`src/rtl/vga_timing_gen.sv`:
```
// vga_timing_gen: pixel-tick divider and 640x480@60 sync/coordinate generator.
// The divider, the counters and every output flag sit in registers loaded from
// the same next-state decode. Coordinates, syncs, video_on and strobes
// therefore always describe the same pixel, with no skew between them.
// Optional build macro: VGA_TIMING_FRAME_COUNT_EN adds the 8-bit frame_count
// output.
module vga_timing_gen #(
   parameter int   H_ACTIVE = 640,
   parameter int   H_FP     = 16,
   parameter int   H_SYNC   = 96,
   parameter int   H_BP     = 48,
   parameter int   V_ACTIVE = 480,
   parameter int   V_FP     = 10,
   parameter int   V_SYNC   = 2,
   parameter int   V_BP     = 33,
   parameter int   CLK_DIV  = 2,
   parameter logic SYNC_POL = 1'b0
) (
   input  logic       clk,
   input  logic       reset,
   input  logic       enable,
   output logic       pix_tick,
   output logic       vga_hs,
   output logic       vga_vs,
   output logic [9:0] hcount,
   output logic [9:0] vcount,
   output logic       video_on,
   output logic       line_start,
   output logic       frame_start
`ifdef VGA_TIMING_FRAME_COUNT_EN
   ,
   output logic [7:0] frame_count
`endif
);

   localparam int H_TOTAL = H_ACTIVE + H_FP + H_SYNC + H_BP;
   localparam int V_TOTAL = V_ACTIVE + V_FP + V_SYNC + V_BP;
   localparam int DIV_W   = (CLK_DIV > 1) ? $clog2(CLK_DIV) : 1;

   localparam logic [9:0]       H_LAST   = 10'(H_TOTAL - 1);
   localparam logic [9:0]       V_LAST   = 10'(V_TOTAL - 1);
   localparam logic [9:0]       H_VIS    = 10'(H_ACTIVE);
   localparam logic [9:0]       V_VIS    = 10'(V_ACTIVE);
   localparam logic [9:0]       HS_FIRST = 10'(H_ACTIVE + H_FP);
   localparam logic [9:0]       HS_LAST  = 10'(H_ACTIVE + H_FP + H_SYNC - 1);
   localparam logic [9:0]       VS_FIRST = 10'(V_ACTIVE + V_FP);
   localparam logic [9:0]       VS_LAST  = 10'(V_ACTIVE + V_FP + V_SYNC - 1);
   localparam logic [DIV_W-1:0] DIV_LAST = DIV_W'(CLK_DIV - 1);

   logic [DIV_W-1:0] div_reg, div_next;
   logic [9:0]       hcount_reg, hcount_next;
   logic [9:0]       vcount_reg, vcount_next;
   logic             pix_tick_reg, pix_tick_next;
   logic             vga_hs_reg, vga_hs_next;
   logic             vga_vs_reg, vga_vs_next;
   logic             video_on_reg, video_on_next;
   logic             line_start_reg, line_start_next;
   logic             frame_start_reg, frame_start_next;

   // Next-state decode. The divider parks at its last value until the pending
   // tick has been consumed by the counters, so a pause landing between the
   // tick and its consumption neither drops nor repeats a pixel.
   always_comb begin
      div_next    = div_reg;
      hcount_next = hcount_reg;
      vcount_next = vcount_reg;
      if (enable) begin
         if (pix_tick_reg) begin
            div_next = '0;
            if (hcount_reg == H_LAST) begin
               hcount_next = '0;
               vcount_next = (vcount_reg == V_LAST) ? 10'd0 : vcount_reg + 10'd1;
            end else begin
               hcount_next = hcount_reg + 10'd1;
            end
         end else if (div_reg != DIV_LAST) begin
            div_next = div_reg + 1'b1;
         end
      end
      pix_tick_next    = enable && (div_next == DIV_LAST);
      line_start_next  = enable && pix_tick_reg && (hcount_reg == H_LAST);
      frame_start_next = line_start_next && (vcount_reg == V_LAST);
      video_on_next    = enable && (hcount_next < H_VIS) && (vcount_next < V_VIS);
      vga_hs_next      = (enable && hcount_next >= HS_FIRST && hcount_next <= HS_LAST)
                         ? SYNC_POL : ~SYNC_POL;
      vga_vs_next      = (enable && vcount_next >= VS_FIRST && vcount_next <= VS_LAST)
                         ? SYNC_POL : ~SYNC_POL;
   end

   // State and registered outputs; reset drops everything to idle at once.
   always_ff @(posedge clk or negedge reset) begin
      if (!reset) begin
         div_reg         <= '0;
         hcount_reg      <= '0;
         vcount_reg      <= '0;
         pix_tick_reg    <= 1'b0;
         vga_hs_reg      <= ~SYNC_POL;
         vga_vs_reg      <= ~SYNC_POL;
         video_on_reg    <= 1'b0;
         line_start_reg  <= 1'b0;
         frame_start_reg <= 1'b0;
      end else begin
         div_reg         <= div_next;
         hcount_reg      <= hcount_next;
         vcount_reg      <= vcount_next;
         pix_tick_reg    <= pix_tick_next;
         vga_hs_reg      <= vga_hs_next;
         vga_vs_reg      <= vga_vs_next;
         video_on_reg    <= video_on_next;
         line_start_reg  <= line_start_next;
         frame_start_reg <= frame_start_next;
      end
   end

   assign pix_tick    = pix_tick_reg;
   assign vga_hs      = vga_hs_reg;
   assign vga_vs      = vga_vs_reg;
   assign hcount      = hcount_reg;
   assign vcount      = vcount_reg;
   assign video_on    = video_on_reg;
   assign line_start  = line_start_reg;
   assign frame_start = frame_start_reg;

`ifdef VGA_TIMING_FRAME_COUNT_EN
   logic [7:0] frame_count_reg;

   // Frame counter steps on the same edge that raises frame_start.
   always_ff @(posedge clk or negedge reset) begin
      if (!reset) begin
         frame_count_reg <= 8'd0;
      end else if (frame_start_next) begin
         frame_count_reg <= frame_count_reg + 8'd1;
      end
   end

   assign frame_count = frame_count_reg;
`endif

endmodule

```
`config.mk`:
```
export PLATFORM = sky130hd
export DESIGN_NAME = vga_timing_gen
export DESIGN_NICKNAME = d
export VERILOG_FILES = /design/src/rtl/vga_timing_gen.sv
export SDC_FILE = /design/constraint.sdc
export NUM_CORES = 1
export LEC_CHECK = 0
export BUFFER_PORTS_ARGS = -buffer_cell sky130_fd_sc_hd__buf_2
export CAP_MARGIN = 10
export CORE_MARGIN = 1
export CORE_UTILIZATION = 50
export CTS_BUF_LIST = sky130_fd_sc_hd__clkbuf_8
export DETAILED_ROUTE_END_ITERATION = 10
export MAX_ROUTING_LAYER = met4
export PLACE_DENSITY = 0.8
export SYNTH_ARGS = -nofsm -noshare
export SYNTH_HDL_FRONTEND = slang
export SYNTH_SLANG_ARGS = --single-unit
```
`constraint.sdc`:
```
create_clock -name clk -period 2.25 [get_ports clk]
set_input_delay 0.3375 -clock clk [delete_from_list [all_inputs] [get_ports clk]]
set_output_delay 0.3375 -clock clk [all_outputs]
set_load 0.03 [all_outputs]
```
=== Word-level counts from Yosys, hierarchy flattened ===
Cells that the tools add are included.

* Logic and storage cells: 42
* Output and inout port bits: 26
* Register bits: 27

* Multiplexer cells: 12
* Reduce and logical (&&, ||, !) cells: 10
* $add $sub $neg: 3
* $lt $le $gt $ge: 6
* Equality and inequality tests: 2

{| class="wikitable"
|+ Operator list
! kind !! count
|-
| 2-to-1 mux 10 bit || 7
|-
| adder 10 x 1 -> 10 bit (second input constant) || 2
|-
| == test 10 bit (second input constant) || 2
|-
| greater-or-equal comparator 10 bit (second input constant) || 1
|-
| greater-or-equal comparator 10 x 9 -> 1 bit (second input constant) || 1
|-
| less-or-equal comparator 10 bit (second input constant) || 1
|-
| less-or-equal comparator 10 x 9 -> 1 bit (second input constant) || 1
|-
| logical AND 1 bit || 10
|-
| less-than comparator 10 bit (second input constant) || 1
|-
| less-than comparator 10 x 9 -> 1 bit (second input constant) || 1
|-
| 2-to-1 mux 1 bit || 5
|-
| adder 1 bit (second input constant) || 1
|}

=== Depth between registers and ports, before layout ===
Gate-level depths: netlist (run 1).

* Depth in word-level cells: 9
* Gate-level depth with buffers: 10
* Depth with buffers taken out: 8

=== Worst setup path after synthesis (run 1) ===
OpenSTA, ideal clock, no wires.

* Path kind: reg-to-reg
* From: register hcount_reg[5] (netlist: hcount[5])
* To: register video_on_reg (netlist: video_on)
* Required time: 2.143 ns
* Stages on the path, launching flop included: 9
* Path buffers: 1
* Clock period less this slack: 2.572 ns
* Slack: -0.322 ns
* Setup time: 0.107 ns
* Arrival: 2.466 ns
* Cells stage by stage: dfrtp_1 -> or3_4 -> or4_4 -> buf_6 -> clkinv_4 -> nand4_1 -> xnor2_1 -> and4b_1 -> a2111oi_4

{| class="wikitable"
|+ RTL lines
! what !! line !! source
|-
| start, declared || 51 || <nowiki>logic [9:0] hcount_reg, hcount_next;</nowiki>
|-
| start signal, assigned || 104 || <nowiki>hcount_reg <= hcount_next;</nowiki>
|-
| == test 10 bit || 70 || <nowiki>if (hcount_reg == H_LAST) begin</nowiki>
|-
| 2-to-1 mux 10 bit || 70 ||
|-
| 2-to-1 mux 10 bit || 68 || <nowiki>if (pix_tick_reg) begin</nowiki>
|-
| 2-to-1 mux 10 bit || 67 || <nowiki>if (enable) begin</nowiki>
|-
| via vcount_next[7] || 52 || <nowiki>logic [9:0] vcount_reg, vcount_next;</nowiki>
|-
| less-than comparator 10 x 9 -> 1 bit || 83 || <nowiki>video_on_next = enable && (hcount_next < H_VIS) && (vcount_next < V_VIS);</nowiki>
|-
| logical AND 1 bit || 83 ||
|-
| via video_on_next || 56 || <nowiki>logic video_on_reg, video_on_next;</nowiki>
|-
| end signal, assigned || 109 || <nowiki>video_on_reg <= video_on_next;</nowiki>
|-
| end, declared || 56 ||
|}

The timed path passes the listed nets, and every way through them passes these cells.

=== Final worst setup path (run 1) ===
* From: register hcount_reg[6] (netlist: hcount[6])
* To: register video_on_reg (netlist: video_on)

Same word-level chain as after synthesis.

==> metrics.txt, run 1 <==
drt first pass iters 5; clock buffer depth 2; critical path type register to register; Post-DP Area between 1500 and 2000 um2; clk_lat worst skew 0.27 ns; Max-Cap Viols 0; status finished, violations left; Final Cell Area roughly 1900 um2; crit path max fanout 5; CTS Sinks 26; worst vdd ir between 0.0007 and 0.0008 V; cell count after synthesis ~140; CTS tree built; Nets 205; Worst-path clk slew 0.09 ns; IO buf count 28; Die X about 54 um; Antenna Nets Post-Route 0; Root Buffer Master clkbuf_8; layout cells sized above 1 0.460; WL per Instance 15.2 um; WP data arrival 2.45 ns; Die ar. 2950 um2; Crit path required time 2.43 ns; # rows 18; Antenna diodes 0; # hold bufs at CTS 0; P per Cell Area 551 nW/um2; initial antenna violation count 0; Placer Congestion 0.883; asr flop ratio synth 1.00; GRT Total Usage 0.270; Worst setup EP type register; first-pass GRT wire length between 5000 and 6000 um; max-slew violations 0; failing checks negative setup slack; part of the Yosys area used for sequential elements 0.477; minimum clock period approximately 2.3 ns; unrepaired setup endpoints after global routing yes; Setup Skew approximately 0.004 ns; Relative slew margins 0.616; number of endpoints failing setup at the final stage 1; setup slack, reg-to-reg -0.02 ns; CP startpoint kind register; Chip Height 54.3 um; Synth-to-Final Area Change 37.5%; Iteration-0 DRC Markers 32; Num CTS Buffers 3; R2R Path End video_on; Vias/cell 5.54; Syn Area/Cell between 9 and 10 um2; fmax 440 MHz; drc violations 0; # IOs 29; FILL cells 189; Post-synth EDFFs 0; R2R cell count 7; Leakage Power 0.913 nW; vias in the first global route 1132; FF+latch count, synth 26; Slew @ Worst Pin 0.575 ns; total gr overflow 0; Final WS setup -0.0220 ns; final hold vios 0; Main synth FF type dfrtp_1; effective utilization at floorplan 0.543; H-tree lvl count 1; cell area after synthesis 1370 um2; Mapped Nets roughly 140; core area 2520 um2; largest net degree at the start of global routing 27; Worst Hold Class input port to asynchronous set/reset pin; Warnings, synthesis 0; final WL 3470 um; Post-DP HPWL roughly 2500 um; worst r2r src hcount[6]; Min Hold Slack 0.0491 ns; Unique masters post-synth 39; final period utilization 1.01; Vias about 1.3k
worst max path at each step:
| stage | start | end | slack (ns) | cells after the start |
|---|---|---|---|---|
| detailed placement | hcount[6] | vga_vs | -0.17 | 7 |
| floorplan | hcount[6] | video_on | -0.21 | 8 |
| global placement | hcount[6] | vga_vs | -0.19 | 7 |
| global route | hcount[6] | video_on | -0.12 | 7 |
| CTS | hcount[6] | video_on | -0.005 | 6 |
| finish | hcount[6] | video_on | -0.02 | 7 |
through the flow:
| stage | cells | TNS (ns) | util | total power [mW] | worst slack [ns] |
|---|---|---|---|---|---|
| final | 228 | -0.0220 | 0.746 | 1.04 | -0.0220 |
| after global routing | 228 | -0.188 | 0.746 | 1.07 | -0.123 |
| after CTS | 223 | -0.00499 | 0.715 | 1.02 | -0.00499 |
| after detailed placement | 219 | -0.269 | 0.685 | 0.761 | -0.173 |
| after global placement | 219 | -0.263 | 0.685 | 0.748 | -0.186 |
| after floorplan | 138 | -0.542 | - | 0.676 | -0.214 |
synthesized netlist by cell type (2+ instances only):
cell,instances,area (um2)
nand4_1,5,31.3
nand2_1,17,63.8
o31ai_1,2,15.0
and2_1,2,12.5
or3_1,2,12.5
ha_1,3,37.5
nor4_1,3,18.8
nand3_1,10,50.1
dfstp_2,2,52.6
nor3_1,3,15.0
a21oi_1,4,20.0
inv_1,7,26.3
nand2b_1,2,12.5
xor2_1,4,35.0
o21ai_0,8,40.0
and3_1,2,12.5
dfrtp_1,24,601
xnor2_1,7,61.3
nor2_1,10,37.5
or4_1,2,15.0
logic make-up after synthesis:
| group | share of synthesized area |
|---|---|
| AND/OR/NAND/NOR | 0.271 |
| flip-flops | 0.477 |
| AO/OA/AOI/OAI | 0.103 |
| XOR/XNOR | 0.0704 |
| buffers and inverters | 0.0393 |
| adder cells (fa/ha/maj) | 0.0274 |
| multiplexers | 0.0110 |
power breakdown:
group          switching [mW]  internal (mW)  total [mW]  leakage (nW)
combinational           0.147         0.0831       0.231         0.561
sequential             0.0362          0.504       0.541         0.326
clock                   0.144          0.122       0.266        0.0269
total                   0.328          0.710        1.04         0.913
cell type report:
class | count | area (um2) | share of cell area
clock buffers | 3 | 41.3 | 0.0219
clock inverters | 1 | 3.75 | 0.00199
inverters | 8 | 35.0 | 0.0186
multi-input cells | 102 | 734 | 0.390
flip-flops and latches | 26 | 661 | 0.351
well taps | 30 | 37.5 | 0.0199
repair buffers | 58 | 369 | 0.196
placed cells by master (no fill, tap or decap), types with 4 or more instances in the layout:
cell      n
dfrtp_2   6
inv_1     6
xnor2_1   7
nor2_1   10
nand3_1  10
o21ai_0   6
xor2_1    4
nand2_1  16
buf_4    29
nand4_1   5
buf_2    28
dfrtp_1  18
critical path: stages (launching register included):
cell	delay (ns)
dfrtp_2	0.41
or3_4	0.39
or4_4	0.49
clkinv_4	0.09
nand4_1	0.11
xnor2_1	0.16
and4b_2	0.25
a2111oi_4	0.27
per-layer routing:
metal | share of wire | GRT usage | vias up
met1 | 0.43 | 0.340 | 602
met2 | 0.51 | 0.429 | 41
met5 | 0 | - | -
met3 | 0.054 | 0.0750 | 4
li1 | - | - | 616
met4 | 0.0055 | 0.0641 | 0
what timing repair did:
item,in CTS,in global routing
pin swaps,4,4
gates resized for setup,6,11
setup endpoints to repair,3,2
setup buffers,0,5
No activity file was read; power rests on OpenSTA's default activity.
==> inputs of run 2 (changes only) <==
--- a/config.mk
+++ b/config.mk
@@ -13,6 +13,7 @@
 export DETAILED_ROUTE_END_ITERATION = 10
 export MAX_ROUTING_LAYER = met4
 export PLACE_DENSITY = 0.8
+export REMOVE_ABC_BUFFERS = 1
 export SYNTH_ARGS = -nofsm -noshare
 export SYNTH_HDL_FRONTEND = slang
 export SYNTH_SLANG_ARGS = --single-unit
==> run 2 against run 1 <==
The run still ends with negative setup slack left. Via count up 2.9%. Register-to-register slack worse by 0.08 ns. Flip-flop and latch count stayed put. Sequential power is 0.7% lower. Total power rose by 1.5%. Clock skew about the same. Clock-buffer cell count is 1 higher. Clock power is 12% higher. First-iteration DRC count shrank 53%. Cell area up 0.40%. Global-route usage shrank 1.7 points. Largest cell class unchanged.
==> metrics.txt, run 2 (same netlist as run 1, synthesis figures left out) <==
Chip Height 54.3 um; P per Cell Area 557 nW/um2; Nets about 210; FILL cells 177; clk_lat worst skew between 0.2 and 0.3 ns; setup TNS -0.199 ns; Crit path required time 2.42 ns; WL per Instance 14.3 um; max-slew violations 0; status finished, violations left; final hold vios 0; layout cells sized above 1 0.422; commonest non-fill, non-tap cell in the layout buf_4; minimum clock period about 2.4 ns; Vias 1299; Die X between 50 and 60 um; Worst-path clk slew roughly 0.090 ns; # rows 18; drt first pass iters 4; worst vdd ir 0.000559 V; fmax 425 MHz; Relative slew margins 0.608; crit path max fanout 6; Worst Hold Class input port to asynchronous set/reset pin; GRT Total Usage 0.253; Max-Cap Viols 0; Num CTS Buffers 3; final period utilization 1.05; drc violations 0; commonest cells after routing, fill and taps aside 35 x buf_4, 28 x buf_2, 24 x dfrtp_1; Vias/cell 5.55; CTS Sinks 26; Final Cell Area roughly 1900 um2; unrepaired setup endpoints after global routing yes; initial antenna violation count 0; number of endpoints failing setup at the final stage 2; total gr overflow 0; IO buf count 28; # IOs 29; Leakage Power 0.930 nW; first-pass GRT wire length 5110 um; Synth-to-Final Area Change 38.0%; WP data arrival 2.52 ns; failing checks negative setup slack; CP startpoint kind register; crit-path cells or3_4 -> or4_4 -> clkinv_4 -> nand4_1 -> xnor2_1 -> and4b_2 -> a2111oi_4; post-layout util 0.749; H-tree lvl count 1; core area roughly 2500 um2; Slowest-stage cell, CP or4_4; Post-DP HPWL approximately 2400 um; final WL about 3300 um; Post-DP Area 1760 um2; Slew @ Worst Pin slightly below 0.6 ns; largest net degree at the start of global routing 27; CTS tree built; Setup Skew roughly 0.0038 ns; Worst setup EP type register; Antenna diodes 0; Iteration-0 DRC Markers 15; effective utilization at floorplan 0.543; WP buf/inv 1; vias in the first global route 1124; critical path type register to register; Placer Congestion 0.918; Antenna Nets Post-Route 0; clock buffer depth 2; Largest delay share family, worst path simple AND/OR/NAND/NOR gates; Final WS setup -0.105 ns; Die ar. 2950 um2; Root Buffer Master clkbuf_8; slowest stage delay, CP 0.55 ns
## run 2: cell count changes in the layout (fill, tap and decap cells not counted), sizes merged
cell and delta:
buf +6, inv -1, clkbuf +1
## run 2: final timing paths
check,from,to,slack (ns),cells after the start
max,hcount[7],video_on,-0.11,7
min,reset,vcount[7],0.06,1
max reg2reg,hcount[7],video_on,-0.11,7
min reg2reg,hcount[4],hcount[4],0.56,1
max in group asynchronous,reset,hcount[6],1.80,1
min in group clk,enable,pix_tick,0.46,3
## run 2: report_power, final
part,internal (mW),total (mW),switching [mW],leakage (nW)
registers,0.502,0.537,0.0348,0.333
logic,0.0786,0.219,0.141,0.568
clock network,0.156,0.297,0.140,0.0288
total,0.737,1.05,0.316,0.930
## run 2: area by class of cell
type | instances | area [um2] | share of cell area
Clock buffer | 4 | 55.1 | 0.0291
Inverter | 8 | 35.0 | 0.0185
Multi-Input combinational cell | 102 | 694 | 0.368
Sequential cell | 26 | 653 | 0.346
Tap cell | 30 | 37.5 | 0.0199
Timing Repair Buffer | 64 | 414 | 0.219
## run 2: per-stage QoR
step	instances	total power, mW	worst slack [ns]	hold WS (ns)
3_5_place_dp	225	0.766	-0.189	0.365
2_1_floorplan	136	0.673	-0.323	0.0419
4_1_cts	232	1.06	-0.0920	0.0685
3_3_place_gp	225	0.759	-0.121	0.360
6_report	234	1.05	-0.105	0.0605
5_1_grt	234	1.10	-0.197	0.0985
## run 2: what timing repair did
action / in CTS / in global routing
endpoints found under the setup margin: 6 / 5
hold buffers: 0 / 0
buffers inserted: 3 / 2
gates resized for setup: 6 / 3
pin swaps: 6 / 1
hold endpoints to repair: 0 / 0
## run 2: metal layers
layer	part of all wire	vias to the layer above	track usage
met3	0.057	8	0.0361
li1	-	620	-
met1	0.43	615	0.312
met2	0.50	56	0.411
met4	0.015	0	0.111
met5	0	-	-
==> inputs of run 3 (changes only) <==
--- a/config.mk
+++ b/config.mk
@@ -14,6 +14,7 @@
 export MAX_ROUTING_LAYER = met4
 export PLACE_DENSITY = 0.8
 export REMOVE_ABC_BUFFERS = 1
+export SKIP_CTS_REPAIR_TIMING = 1
 export SYNTH_ARGS = -nofsm -noshare
 export SYNTH_HDL_FRONTEND = slang
 export SYNTH_SLANG_ARGS = --single-unit
==> run 3 against run 2 <==
The run still ends with negative setup slack left. Highest routed layer unchanged. Critical path type unchanged. Die area did not move. Wire length is 3.1% higher. Flip-flop and latch count stayed put. Total power rose by 0.45%. Sequential power hardly changed. Cell area rose by 1.1%. Critical endpoint unchanged. Setup slack worse by 0.042 ns.
==> metrics.txt, run 3 (same netlist as run 1, synthesis figures left out) <==
R2R cell count 7; Synth-to-Final Area Change 39.5%; first-pass GRT wire length 4970 um; vias in the first global route 1120; worst r2r src hcount[7]; status finished, violations left; worst slack at placement -0.189 ns; setup TNS -0.247 ns; Setup Skew 0.00590 ns; Die ar. 2950 um2; WL per Instance 14.7 um; GRT Total Usage 0.246; Relative slew margins 0.607; fmax 417 MHz; total gr overflow 0; clock buffer depth 2; Iteration-0 DRC Markers 28; Root Buffer Master clkbuf_8; Post-DP Area 1760 um2; minimum clock period 2.40 ns; Leakage Power 0.941 nW; P per Cell Area roughly 550 nW/um2; initial antenna violation count 0; Nets 212; Final Cell Area 1910 um2; number of endpoints failing setup at the final stage 2; critical path type register to register; final hold vios 0; crit path max fanout 6; drc violations 0; H-tree lvl count 1; worst vdd ir roughly 0.00056 V; Antenna diodes 0; # IOs 29; unrepaired setup endpoints after global routing yes; largest net degree at the start of global routing 27; layout cells sized above 1 0.444; Vias 1297; CTS tree built; Num CTS Buffers 3; Slew @ Worst Pin 0.590 ns; WP data arrival 2.57 ns; Chip Height 54.3 um; Crit path required time around 2.4 ns; failing checks negative setup slack; final period utilization 1.07; Worst Hold Class input port to asynchronous set/reset pin; Worst setup EP type register; # rows 18; CTS Sinks 26; Worst-path clk slew 0.09 ns; Final WS setup -0.147 ns; Die X 54.3 um; final WL around 3400 um; effective utilization at floorplan 0.543; Vias/cell 5.52; IO buf count 28; Placer Congestion ~0.9; commonest cells after routing, fill and taps aside 36 x buf_4, 28 x buf_2, 24 x dfrtp_1; max-slew violations 0; Critical path origin hcount[7]; CP startpoint kind register; core area 2520 um2; Antenna Nets Post-Route 0; commonest non-fill, non-tap cell in the layout buf_4; drt first pass iters 4; clk_lat worst skew 0.27 ns; Post-DP HPWL 2440 um; post-layout util 0.757; Max-Cap Viols 0
==> run 3: final timing paths <==
path                                  end  slack (ns)
worst max-delay path             video_on       -0.15
worst min-delay path            vcount[7]        0.06
worst max register to register   video_on       -0.15
worst min register to register  hcount[4]        0.56
max in group asynchronous       hcount[5]        1.80
min in group clk                 pix_tick        0.46
==> run 3: power by group <==
| part | switching (mW) | internal, mW | total, mW | leakage, nW |
|---|---|---|---|---|
| Combinational | 0.141 | 0.0790 | 0.220 | 0.579 |
| Sequential | 0.0351 | 0.502 | 0.537 | 0.333 |
| Clock | 0.144 | 0.156 | 0.300 | 0.0288 |
| Total | 0.320 | 0.737 | 1.06 | 0.941 |
==> run 3: area by class of cell <==
| class | instances | area [um2] |
|---|---|---|
| flip-flops and latches | 26 | 653 |
| fillers | 172 | 613 |
| multi-input cells | 102 | 707 |
| well taps | 30 | 37.5 |
| clock buffers | 4 | 55.1 |
| repair buffers | 65 | 422 |
| inverters | 8 | 35.0 |
==> run 3: per-stage QoR <==
| stage | power, mW | hold slack (ns) | instances |
|---|---|---|---|
| 6_report | 1.06 | 0.0573 | 235 |
| 5_1_grt | 1.11 | 0.101 | 235 |
| 4_1_cts | 1.06 | 0.0685 | 229 |
| 3_5_place_dp | 0.766 | 0.365 | 225 |
| 3_3_place_gp | 0.759 | 0.360 | 225 |
| 2_1_floorplan | 0.673 | 0.0419 | 136 |
==> run 3: critical path: stages (launching register included) <==
cell       delay, ns
dfrtp_1         0.43
or3_4           0.35
or4_4           0.54
clkinv_4        0.09
nand4_1         0.15
xnor2_2         0.20
and4b_2         0.26
a2111oi_4       0.28
==> run 3: per-layer routing <==
metal,share of wire,GRT usage,up-vias,routed length [um]
li1,-,-,625,-
met1,0.46,0.313,621,1590
met2,0.49,0.390,47,1690
met3,0.042,0.0333,4,146
met4,0.0073,0.103,0,25
met5,0,-,-,0
